<file path="config.mk">
export PLATFORM = sky130hd
export DESIGN_NAME = time_counter
export DESIGN_NICKNAME = d
export VERILOG_FILES = /design/src/rtl/clock_pkg.sv /design/src/rtl/edge_sync.sv /design/src/rtl/time_counter.sv
export SDC_FILE = /design/constraint.sdc
export NUM_CORES = 1
export LEC_CHECK = 0
export BUFFER_PORTS_ARGS = -buffer_cell sky130_fd_sc_hd__buf_2
export CORE_ASPECT_RATIO = 1.75
export CORE_MARGIN = 2
export CORE_UTILIZATION = 63
export DETAILED_ROUTE_END_ITERATION = 16
export GPL_TIMING_DRIVEN = 0
export PLACE_DENSITY_LB_ADDON = 0.3
export SLEW_MARGIN = 20
export SYNTH_ARGS = -nofsm -noshare
export SYNTH_HDL_FRONTEND = slang
export SYNTH_SLANG_ARGS = --single-unit
export TNS_END_PERCENT = 100
</file>
<file path="constraint.sdc">
create_clock -name CLK -period 4 [get_ports CLK]
set_input_delay 0.2 -clock CLK [delete_from_list [all_inputs] [get_ports CLK]]
set_output_delay 0.2 -clock CLK [all_outputs]
set_load 0.03 [all_outputs]
</file>
<file path="src/rtl/clock_pkg.sv">
// Shared time-of-day constants and helpers for the counter, BCD converter,
// display and alarm blocks.
package clock_pkg;

    localparam int HOUR_W = 5;
    localparam int MIN_W  = 6;
    localparam int SEC_W  = 6;

    localparam logic [HOUR_W-1:0] HOUR_MAX = 5'd23;
    localparam logic [MIN_W-1:0]  MIN_MAX  = 6'd59;
    localparam logic [SEC_W-1:0]  SEC_MAX  = 6'd59;

    typedef struct packed {
        logic [HOUR_W-1:0] hour;
        logic [MIN_W-1:0]  min;
        logic [SEC_W-1:0]  sec;
    } hms_t;

    // Hour increment with 23 -> 0 wrap.
    function automatic logic [HOUR_W-1:0] hour_inc(input logic [HOUR_W-1:0] h);
        return (h == HOUR_MAX) ? '0 : h + 5'd1;
    endfunction

    // Minute/second increment with 59 -> 0 wrap (both fields share width and max).
    function automatic logic [MIN_W-1:0] sixty_inc(input logic [MIN_W-1:0] v);
        return (v == MIN_MAX) ? '0 : v + 6'd1;
    endfunction

endpackage

</file>
<file path="src/rtl/edge_sync.sv">
// Two-flop synchronizer for an asynchronous button followed by a
// rising-edge detector. A level first sampled high at edge n gives a
// rise pulse during the cycle after edge n+1, so the consumer acts at n+2.
module edge_sync (
    input  logic clk,
    input  logic rst_n,
    input  logic async_in,
    output logic rise
);

    logic sync1_q, sync1_d;
    logic sync2_q, sync2_d;
    logic prev_q,  prev_d;

    // Next-state: shift the button through the synchronizer and remember the last level.
    always_comb begin
        sync1_d = async_in;
        sync2_d = sync1_q;
        prev_d  = sync2_q;
    end

    // Synchronizer and edge-history flops; all cleared by reset so a held button
    // is seen as a fresh edge after release.
    always_ff @(posedge clk) begin
        if (!rst_n) begin
            sync1_q <= 1'b0;
            sync2_q <= 1'b0;
            prev_q  <= 1'b0;
        end else begin
            sync1_q <= sync1_d;
            sync2_q <= sync2_d;
            prev_q  <= prev_d;
        end
    end

    assign rise = sync2_q & ~prev_q;

endmodule

</file>
<file path="src/rtl/time_counter.sv">
// 24-hour time-of-day counter with a one-second prescaler, set mode driven
// by two debounced-elsewhere buttons, and registered TICK / DAY_ROLL pulses.
module time_counter
    import clock_pkg::*;
#(
    parameter int CLK_HZ = 50000000
) (
    input  logic              CLK,
    input  logic              RST_N,
    input  logic              RUN,
    input  logic              SET_HR,
    input  logic              SET_MIN,
    output logic [HOUR_W-1:0] HOUR,
    output logic [MIN_W-1:0]  MIN,
    output logic [SEC_W-1:0]  SEC,
    output logic              TICK,
    output logic              DAY_ROLL
);

    localparam int              PW         = (CLK_HZ > 2) ? $clog2(CLK_HZ) : 1;
    localparam logic [PW-1:0]   PRESC_LAST = PW'(CLK_HZ - 1);

    logic [PW-1:0] presc_q, presc_d;
    hms_t          time_q, time_d;
    logic          tick_q, tick_d;
    logic          day_roll_q, day_roll_d;
    logic          hr_rise, min_rise;

    edge_sync u_sync_hr (
        .clk      (CLK),
        .rst_n    (RST_N),
        .async_in (SET_HR),
        .rise     (hr_rise)
    );

    edge_sync u_sync_min (
        .clk      (CLK),
        .rst_n    (RST_N),
        .async_in (SET_MIN),
        .rise     (min_rise)
    );

    // Next-state: prescaler, second/minute/hour cascade in run mode, field
    // increments in set mode. Button edges seen while running are dropped.
    always_comb begin
        presc_d    = presc_q;
        time_d     = time_q;
        tick_d     = 1'b0;
        day_roll_d = 1'b0;
        if (RUN) begin
            tick_d  = (presc_q == PRESC_LAST);
            presc_d = tick_d ? '0 : presc_q + PW'(1);
            if (tick_d) begin
                time_d.sec = sixty_inc(time_q.sec);
                if (time_q.sec == SEC_MAX) begin
                    time_d.min = sixty_inc(time_q.min);
                    if (time_q.min == MIN_MAX) begin
                        time_d.hour = hour_inc(time_q.hour);
                        day_roll_d  = (time_q.hour == HOUR_MAX);
                    end
                end
            end
        end else begin
            presc_d    = '0;
            time_d.sec = '0;
            if (hr_rise)  time_d.hour = hour_inc(time_q.hour);
            if (min_rise) time_d.min  = sixty_inc(time_q.min);
        end
    end

    // State and output registers; reset wins over everything.
    always_ff @(posedge CLK) begin
        if (!RST_N) begin
            presc_q    <= '0;
            time_q     <= '0;
            tick_q     <= 1'b0;
            day_roll_q <= 1'b0;
        end else begin
            presc_q    <= presc_d;
            time_q     <= time_d;
            tick_q     <= tick_d;
            day_roll_q <= day_roll_d;
        end
    end

    assign HOUR     = time_q.hour;
    assign MIN      = time_q.min;
    assign SEC      = time_q.sec;
    assign TICK     = tick_q;
    assign DAY_ROLL = day_roll_q;

endmodule

</file>
==> impl_metrics.env <==
export IMPL_outcome="finished, final reports clean"
export IMPL_worst_skew_pair_late_latency_ps=310
export IMPL_post_place_ws_ps=1600
export IMPL_wire_length_of_the_first_global_routing_pass_mm=8.88
export IMPL_gp_congestion=0.830
export IMPL_r2r_end="MIN[2]$_SDFFE_PN0P_"
export IMPL_crit_path_start_kind="flop"
export IMPL_fin_area_sq_um=2760
export IMPL_synth_ff_latch_count=51
export IMPL_max_vdd_ir_drop_mv=0.252
export IMPL_timing_fmax_ghz=0.407
export IMPL_cts_sink_count=51
export IMPL_fin_setup_tns_ps=0
export IMPL_hold_viol=0
export IMPL_postSynthAreaPerCell_sq_um=8.97
export IMPL_yosysTopAreaCell="sky130_fd_sc_hd__dfxtp_1"
export IMPL_post_dp_cell_area_sq_um=2660
export IMPL_measured_slew_at_the_worst_slew_check_pin_ps=754
export IMPL_floorplan_core_area_sq_um=3830
export IMPL_dpl_hpwl_mm=3.92
export IMPL_synth_top_cell_area_share=0.413
export IMPL_area_delta_synth_final_pct=11.4
export IMPL_power_density_nw_per_um2=314
export IMPL_starting_density=0.646
export IMPL_post_synth_inst_count=276
export IMPL_clk_transition_reported_paths_ps=80
export IMPL_pwr_share_clk=0.374
export IMPL_cp_max_fo=5
export IMPL_die_footprint_sq_um=4470
export IMPL_post_synth_instance_area_sq_um=2470
export IMPL_drc_errors=0
export IMPL_boundaryPins=24
export IMPL_slew_violations=0
export IMPL_critPathMaxStageDelay_ps=680
export IMPL_switching_power_w=0.000187
export IMPL_detail_route_iter0_violations=56
export IMPL_worst_skew_ps=6.73
export IMPL_first_pass_iters=4
export IMPL_drv_max_cap_violation_count=0
export IMPL_yosysUniqueCellTypes=52
export IMPL_post_cts_setup_buffers=0
export IMPL_diodes=0
export IMPL_antenna_found_initial=0
export IMPL_tritoncts="yes"
export IMPL_synthTopCellsByCount="sky130_fd_sc_hd__dfxtp_1, sky130_fd_sc_hd__nor2_1, sky130_fd_sc_hd__nand2_1"
export IMPL_clock_tree_buffer_depth=2
export IMPL_worst_setup_path_startpoint="presc_q[0]$_SDFF_PP0_"
export IMPL_drt_total_wl_mm=5.26
export IMPL_synth_edff_count=0
export IMPL_die_x_um=51.4
export IMPL_synth_nets=285
export IMPL_category_of_the_most_critical_setup_path="flop to flop"
export IMPL_num_rows=30
export IMPL_p_leak_nw=1.08
export IMPL_clock_root_cell="sky130_fd_sc_hd__clkbuf_8"
export IMPL_worstPathRequired_ps=4240
export IMPL_n_fill_cell=318
export IMPL_power_share_switching=0.216
export IMPL_routed_via_density=5.91
export IMPL_cts_resized_gates=0
export IMPL_layout_worst_path_cycle_share=0.614
export IMPL_holdPathStages=2
export IMPL_cts_max_level=2
export IMPL_hold_path_class="input pin to flop"
export IMPL_post_synth_main_area_contributors="sky130_fd_sc_hd__dfxtp_1, sky130_fd_sc_hd__xor2_1, sky130_fd_sc_hd__nor2_1"
export IMPL_die_height_um=86.9
export IMPL_post_route_worst_setup_slack_ps=1540
export IMPL_max_slew_margin_rel=0.493
export IMPL_buffer_ports_inserted=23
export IMPL_grt_ovfl_total=0
export IMPL_most_instantiated_library_cell_after_synthesis="sky130_fd_sc_hd__dfxtp_1"
export IMPL_vias_in_the_first_global_route=2001
export IMPL_grt_max_degree=15
export IMPL_p_seq_frac=0.594
export IMPL_nets=315
export IMPL_worst_setup_path_end_kind="flop"
export IMPL_timing_critical_path_arrival_ps=2700
export IMPL_layout_drive_gt1_share=0.166
export IMPL_fin_worst_hold_slack_ps=96.3
export IMPL_setup_violations_final=0
export IMPL_postCtsHoldBufs=0
export IMPL_period_needed_ps=2460
export IMPL_p_comb_frac=0.032
export IMPL_grt_use_total=0.263
export IMPL_setup_worst_path_end="MIN[2]$_SDFFE_PN0P_"
export IMPL_wl_per_cell_um=14.8
export IMPL_r2r_worst_path_cells=6
export IMPL_postRouteAntennaNets=0
export IMPL_synth_seq_area_share=0.413
export IMPL_worst_path_max_delay_cell="sky130_fd_sc_hd__nor4_1"
export IMPL_synth_top_flop_cell="sky130_fd_sc_hd__dfxtp_1"
export IMPL_routed_via_count=2099
export IMPL_postSynth_asyncResetShare=0
export IMPL_synth_warnings=0
export IMPL_cell_internal_pwr_w=0.000679
export IMPL_tritoncts_num_buffers=5
export IMPL_ff2ff_setup_slack_ps=1540
export IMPL_r2r_start="presc_q[0]$_SDFF_PP0_"
export IMPL_crit_chain="ha_1 > nand2_1 > nor4_1 > nand4_1 > a21boi_0 > mux2i_1"
export IMPL_power_w=0.000866
export IMPL_rsz0062_at_grt="no"
kinds of logic (layout without fill, tap and decap cells):
kind of cell	count (synthesis)	after routing	synth area share
AO/OA/AOI/OAI	26	26	0.0738
XOR/XNOR	26	26	0.0920
adder cells (fa/ha/maj)	4	4	0.0202
buffers and inverters	13	44	0.0238
flip-flops	51	51	0.413
multiplexers	6	6	0.0243
AND/OR/NAND/NOR	150	150	0.353
layout make-up:
cell class              count  area (sq um)  share of cell area
inverters                   5          18.8             0.00681
well taps                  48          60.1              0.0218
clock buffers               8           100              0.0363
multi-input cells         212          1400               0.508
plain buffers               8          40.0              0.0145
flip-flops and latches     51          1020               0.370
repair buffers             23           115              0.0418
worst max-delay path, delay by kind of cell, from the launching register on:
kind                     cells  cell delay (ps)
adder cells (fa/ha/maj)      1              250
AND/OR/NAND/NOR              3             1210
flip-flops                   1              410
multiplexers                 1              190
AO/OA/AOI/OAI                1              320
sequential cells by signal (all words and copies together) (netlist names), 5 cells and up:
register  cells
presc_q      26
HOUR          5
MIN           6
SEC           6
cell usage in the layout (no fill, tap or decap), drive strengths merged, types with 2 or more instances in the layout:
cell / netlist / routed
nand3b: 4 / 4
o21ai: 4 / 4
or3: 3 / 3
or4b: 2 / 2
and3: 10 / 10
nor4: 5 / 5
and2: 9 / 9
a21oi: 8 / 8
and4: 5 / 5
xor2: 22 / 22
nor2: 36 / 36
clkbuf: 5 / 13
nand2b: 3 / 3
nand3: 20 / 20
o22ai: 2 / 2
xnor2: 4 / 4
nand4: 14 / 14
ha: 4 / 4
inv: 5 / 5
nand2: 24 / 24
buf: 2 / 25
mux2i: 6 / 6
nand4b: 5 / 5
or3b: 2 / 2
o21a: 2 / 2
nor2b: 2 / 2
dfxtp: 51 / 51
how the worst min path moves through the flow:
stage	start	end	slack, ps
after CTS	SET_MIN	u_sync_min.sync1_q$_SDFF_PN0_	90
after global placement	SET_HR	u_sync_hr.sync1_q$_SDFF_PN0_	410
final	SET_MIN	u_sync_min.sync1_q$_SDFF_PN0_	100
after detailed placement	SET_HR	u_sync_hr.sync1_q$_SDFF_PN0_	410
after global routing	SET_MIN	u_sync_min.sync1_q$_SDFF_PN0_	100
after floorplan	SET_HR	u_sync_hr.sync1_q$_SDFF_PN0_	330
power groups by stage:
| stage | Clock (W) | Combinational [W] | Sequential (W) |
|---|---|---|---|
| 3_5_place_dp | 0 | 0.0000281 | 0.000526 |
| 3_3_place_gp | 0 | 0.0000276 | 0.000526 |
| 6_report | 0.000323 | 0.0000281 | 0.000514 |
| 4_1_cts | 0.000331 | 0.0000282 | 0.000514 |
| 2_1_floorplan | 0 | 0.0000172 | 0.000527 |
| 5_1_grt | 0.000350 | 0.0000317 | 0.000515 |
metal layers:
layer,vias up,routed length [um],track usage,share of wire
met5,-,0,0,0
met4,0,159,0.148,0.030
met3,10,170,0.0498,0.032
met2,48,2900,0.481,0.55
met1,998,2030,0.268,0.39
li1,1043,-,-,-
through the flow:
stage | utilization | std cells
floorplan | - | 276
global placement | 0.692 | 347
detailed placement | 0.694 | 347
CTS | 0.720 | 355
global route | 0.720 | 355
finish | 0.720 | 355
Power figures use the tool's default switching activity.
